[src/rtl/mod_74x161_chain.sv]
// mod_74x161_chain: N cascaded 74x161 synchronous 4-bit counters with ENP/ENT
// carry lookahead, forming one 4*N-bit counter.
// Ports:
//   CLK        rising-edge clock
//   CLR_n      asynchronous active-low clear of all stages
//   LOAD_n     synchronous active-low parallel load (all stages)
//   ENP        count enable P, common to all stages
//   ENT        count enable T into stage 0, also gates every RCO term
//   D          parallel load data, bit 0 = stage 0 LSB
//   Q          registered counter value
//   RCO_STAGE  per-stage ripple-carry out (combinational on Q and ENT)
//   RCO        terminal count of the whole chain (= RCO_STAGE[N-1])
module mod_74x161_chain #(
  parameter int unsigned N = 2
) (
  input  logic           CLK,
  input  logic           CLR_n,
  input  logic           LOAD_n,
  input  logic           ENP,
  input  logic           ENT,
  input  logic [4*N-1:0] D,
  output logic [4*N-1:0] Q,
  output logic [N-1:0]   RCO_STAGE,
  output logic           RCO
);

  localparam int unsigned W = 4 * N;

  logic [W-1:0] q_r;
  logic [W-1:0] q_next;
  logic [N-1:0] ent_stage;
  logic [N-1:0] rco_stage;

  // Carry lookahead: stage k is enabled when ENT is high and every lower
  // nibble is at terminal count. A running AND avoids a self-referencing
  // vector loop through ent_stage/rco_stage.
  always_comb begin
    logic carry;
    ent_stage = '0;
    rco_stage = '0;
    carry     = ENT;
    for (int unsigned k = 0; k < N; k++) begin
      ent_stage[k] = carry;
      rco_stage[k] = carry && (q_r[4*k +: 4] == 4'hF);
      carry        = rco_stage[k];
    end
  end

  // Next-state per stage: load beats count, count needs ENP and ENT_k.
  always_comb begin
    q_next = q_r;
    if (!LOAD_n) begin
      q_next = D;
    end else if (ENP) begin
      for (int unsigned k = 0; k < N; k++) begin
        if (ent_stage[k]) begin
          q_next[4*k +: 4] = q_r[4*k +: 4] + 4'd1;
        end
      end
    end
  end

  // Counter state; clear is asynchronous and overrides any edge action.
  always_ff @(posedge CLK or negedge CLR_n) begin
    if (!CLR_n) begin
      q_r <= '0;
    end else begin
      q_r <= q_next;
    end
  end

  assign Q         = q_r;
  assign RCO_STAGE = rco_stage;
  assign RCO       = rco_stage[N-1];

endmodule

[config.mk]
export PLATFORM = sky130hd
export DESIGN_NAME = mod_74x161_chain
export DESIGN_NICKNAME = d
export VERILOG_FILES = /design/src/rtl/mod_74x161_chain.sv
export SDC_FILE = /design/constraint.sdc
export NUM_CORES = 1
export LEC_CHECK = 0
export CAP_MARGIN = 20
export CELL_PAD_IN_SITES_DETAIL_PLACEMENT = 0
export CELL_PAD_IN_SITES_GLOBAL_PLACEMENT = 1
export CORE_MARGIN = 2
export CORE_UTILIZATION = 28
export CTS_BUF_LIST = sky130_fd_sc_hd__clkbuf_16
export CTS_CLUSTER_DIAMETER = 60
export CTS_CLUSTER_SIZE = 28
export DETAILED_ROUTE_END_ITERATION = 10
export PLACE_DENSITY = 0.91
export SLEW_MARGIN = 20
export SYNTH_ARGS = -nofsm -noshare
export SYNTH_HDL_FRONTEND = slang
export SYNTH_SLANG_ARGS = --single-unit
[constraint.sdc]
create_clock -name CLK -period 2.45 [get_ports CLK]
set_clock_uncertainty 0.05 [all_clocks]
set_input_delay 0.49 -clock CLK [delete_from_list [all_inputs] [get_ports CLK]]
set_output_delay 0.49 -clock CLK [all_outputs]
set_load 0.05 [all_outputs]
* After elaboration in Yosys (flattened, before gate mapping) *
Index checks and enable logic that the tools add are counted.

cells by class
  add/sub/neg operators = 2
  multiplexer cells = 4
  eq/ne operators = 5
  reductions and logical operators = 4

operator list
  operator                                                count
  2-to-1 mux 8 bit                                        2
  adder 4 x 1 -> 4 bit (second input constant)            2
  equality test 4 bit (second input constant)             2
  2-to-1 mux 4 bit                                        2
  inequality test 2 x 1 -> 1 bit (second input constant)  3
  AND reduction 2 bit                                     2
  logical AND 1 bit                                       2

word-level totals
  bits in registers = 8
  output and inout port bits = 11

* Depth between registers and ports, before layout *
  depth in word-level cells = 5
  gate-level depth with buffers = 5
  mapped depth without buffers = 5

* Least setup slack after synthesis *
Ideal clock, no wire load.

  kind = reg-to-output
  from = reg q_r[0], in the netlist Q[0]
  to = out RCO_STAGE[1]
  cell stages (with the launch flop) = 5
  path buffers = 1
  arrival = 2163 ps
  path slack = -253 ps
  cell sequence = dfrtp_1 ha_1 nand4_4 nor2_1 buf_4

between the ends
  word-level cells in the longest chain between the ends = 3

ends and longest elaborated chain
  what                             line  RTL
  start: declaration               29    logic [W-1:0] q_r;
  start signal: assignment         68    q_r <= q_next;
  equality test 4 bit              44    rco_stage[k] = carry && (q_r[4*k +: 4] == 4'hF);
  logical AND 1 bit (2 in series)  44
  end: declaration                 23    output logic [N-1:0] RCO_STAGE,

No other way between the ends.

* Final worst setup path *
  from = in ENT
  to = out RCO

between the ends
  word-level cells in the longest chain between the ends = 2

ends and longest elaborated chain
  what                             line  RTL
  start: declaration               20    input logic ENT,
  logical AND 1 bit (2 in series)  44
  end: declaration                 24    output logic RCO

No other way between the ends.

==> reports/metrics.cfg <==
[clocking]
cts_tree=yes
clock_path_buffers=2
cts-hold-fix-buffers=0
htree_levels=1
clk_pin_slew_ns=0.04
insertion_delay_ns=0.23
clock_sinks=8
postCtsSetupRepairBufs=0
cts-root-buf=clkbuf_16
ctsResizeCount=0
cts_buffers=3

[floorplan]
design.die.area_um2=1990
dieWidth_um=44.61
start_util=0.3030
core_um2=1524
ioPinCount=24
rows=14
die_y_um=44.61

[route]
vias=465
drt_iter0_drc=6
firstDrtPassIters=4
routedWlPerCell_um=12.64
vias_per_cell=5.110
postRouteAntennaNets=0
drc=0
totalWireLength_mm=1.150

[pwr]
p_switching_mw=0.1739
leakage_nw=0.3206
p_int_mw=0.4219
combPwrFrac=0.267
p_per_area_nw_per_um2=741.7
sequentialPowerShare=0.277
switching_share=0.2918
ir_drop_mv=0.3229
p_clk_frac=0.456

[worst_setup_path]
worst-path-max-fanout=9
cp-end-kind=primary output
regToRegSetupSlack_ns=0.98
cp-startpoint=ENT
crit_path_start_kind=primary input
rr_worst_depth=4
timing.rr.start=Q[0]$_DFFE_PN0P_
critPathArrivalTime_ns=1.69
required_ns=1.91
worst-setup-path-type=in2out
reg2reg_to=Q[6]$_DFFE_PN0P_
endpoint=RCO

[global_route]
grt_pass1_wl_mm=1.863
antenna_found_initial=0
track_usage=0.1312
overflow=0
grt_max_degree=17
grt_pass1_vias=434

[placement]
hpwl_um=886.1
port_buffers=23
dpl.cell_count=88
gp_congestion=0.7086

[logic_synthesis]
netlist_instances=52
synth_area_um2=461.7
synth_fp_nets=67
post-synth-top-area-cell=dfrtp_1
synthDistinctLibCells=17
synth_seq_cells=8
ys_warn_count=0
syn_avg_cell_area_um2=8.879
synth_top_area_share=0.4336
synthTopCellsByArea=dfrtp_1 (43%), nor2_1 (7.3%), a31oi_1 (6.8%)
seq_area_frac_synth=0.4336

[final_layout]
fin_nets=92
fin_util=0.5271
syn_to_final_growth_pct=73.98
num_antenna_cells=0
most-common-layout-cells=clkdlybuf4s50_1 (20), dfrtp_1 (8), nor2_1 (8)
multiInputGateArea_um2=240.2
largest_reg_flops=8
final_common_cell=clkdlybuf4s50_1
register_area_um2=200.2
fin_cells=91
num-fill-cells=144
drive_above_1_share=0.1067

[timing]
finalSetupTns_ns=0
layout_worst_path_cycle_share=0.9093
clock.fmax_ghz=0.4489
max_slew_margin=0.6356
finalSetupViolCount=0
post-route-min-period_ns=2.228
rsz0062_at_grt=no
tightest_slew_ns=0.5449
drv_slew=0
hold_violations=0

[job]
maxCapViolCount=0

[worst_hold_path]
hold_class=in2async

[status]
status=completed

[kinds of logic (layout without fill, tap and decap cells)]
| kind of cell | after synthesis | in the layout | synth area share |
|---|---|---|---|
| xor gates and xnor gates | 2 | 2 | 0.03795 |
| and+or+nand+nor | 21 | 21 | 0.2466 |
| muxes | 1 | 1 | 0.02168 |
| DFF | 8 | 8 | 0.4336 |
| buffers and inverters | 5 | 28 | 0.05148 |
| adders and majority gates | 2 | 2 | 0.05419 |
| AOI/OAI and AO/OA | 13 | 13 | 0.1545 |
[stage by stage]
stage | worst slack [ns] | power (mW) | area (um^2) | hold slack [ns]
floorplan | 0.007891 | 0.2585 | 464.2 | 0.1444
global placement | 0.2643 | 0.3236 | 728.2 | 0.5414
detailed placement | 0.2174 | 0.3273 | 728.2 | 0.5481
CTS | 0.2129 | 0.6021 | 803.3 | 0.5108
global route | 0.1528 | 0.6218 | 803.3 | 0.5326
finish | 0.2223 | 0.5958 | 803.3 | 0.4970
[cell usage after synthesis]
cell and number:
xor2_1 2, nand2_1 2, buf_2 1, ha_1 2, a21oi_1 3, nand4_1 1, clkbuf_1 1, nand4_4 1
or3_1 4, buf_4 1, dfrtp_1 8, nand3_1 4, nor2_1 9, a31oi_1 5, mux2i_1 1, o21ai_0 5
inv_1 2
[routing by layer]
| layer | part of all wire | global-route usage | vias to the layer above | routed length [um] |
|---|---|---|---|---|
| li1 | - | - | 235 | - |
| met1 | 0.42 | 0.1554 | 212 | 483 |
| met2 | 0.50 | 0.2058 | 16 | 573 |
| met3 | 0.069 | 0.03265 | 2 | 79 |
| met4 | 0.012 | 0.09091 | 0 | 14 |
| met5 | 0 | 0 | - | 0 |
[power groups by stage]
stage,registers [mW],logic [mW],clock network (mW)
floorplan,0.214,0.0442,0
global placement,0.166,0.158,0
detailed placement,0.167,0.160,0
CTS,0.165,0.161,0.276
global route,0.168,0.170,0.284
finish,0.165,0.159,0.272
[worst min-delay path by stage]
stage	start	end	slack, ns	depth (start not counted)
5_1_grt	CLR_n	Q[7]$_DFFE_PN0P_	0.53	1
2_1_floorplan	CLR_n	Q[0]$_DFFE_PN0P_	0.14	0
3_5_place_dp	Q[7]$_DFFE_PN0P_	Q[7]$_DFFE_PN0P_	0.55	2
6_report	CLR_n	Q[7]$_DFFE_PN0P_	0.50	1
4_1_cts	CLR_n	Q[7]$_DFFE_PN0P_	0.51	1
3_3_place_gp	Q[7]$_DFFE_PN0P_	Q[7]$_DFFE_PN0P_	0.54	2
[layout make-up]
cell class              count  share of cell area
repair buffers             23              0.3240
multi-input cells          39              0.2991
flip-flops and latches      8              0.2492
clock buffers               3             0.09346
well taps                  16             0.02492
inverters                   2            0.009346
[critical path, stage by stage]
cell and delay (ns):
clkdlybuf4s50_1 0.55, nand4_4 0.18, nor2_2 0.28, buf_12 0.18
(Power assumes the default switching activity.)
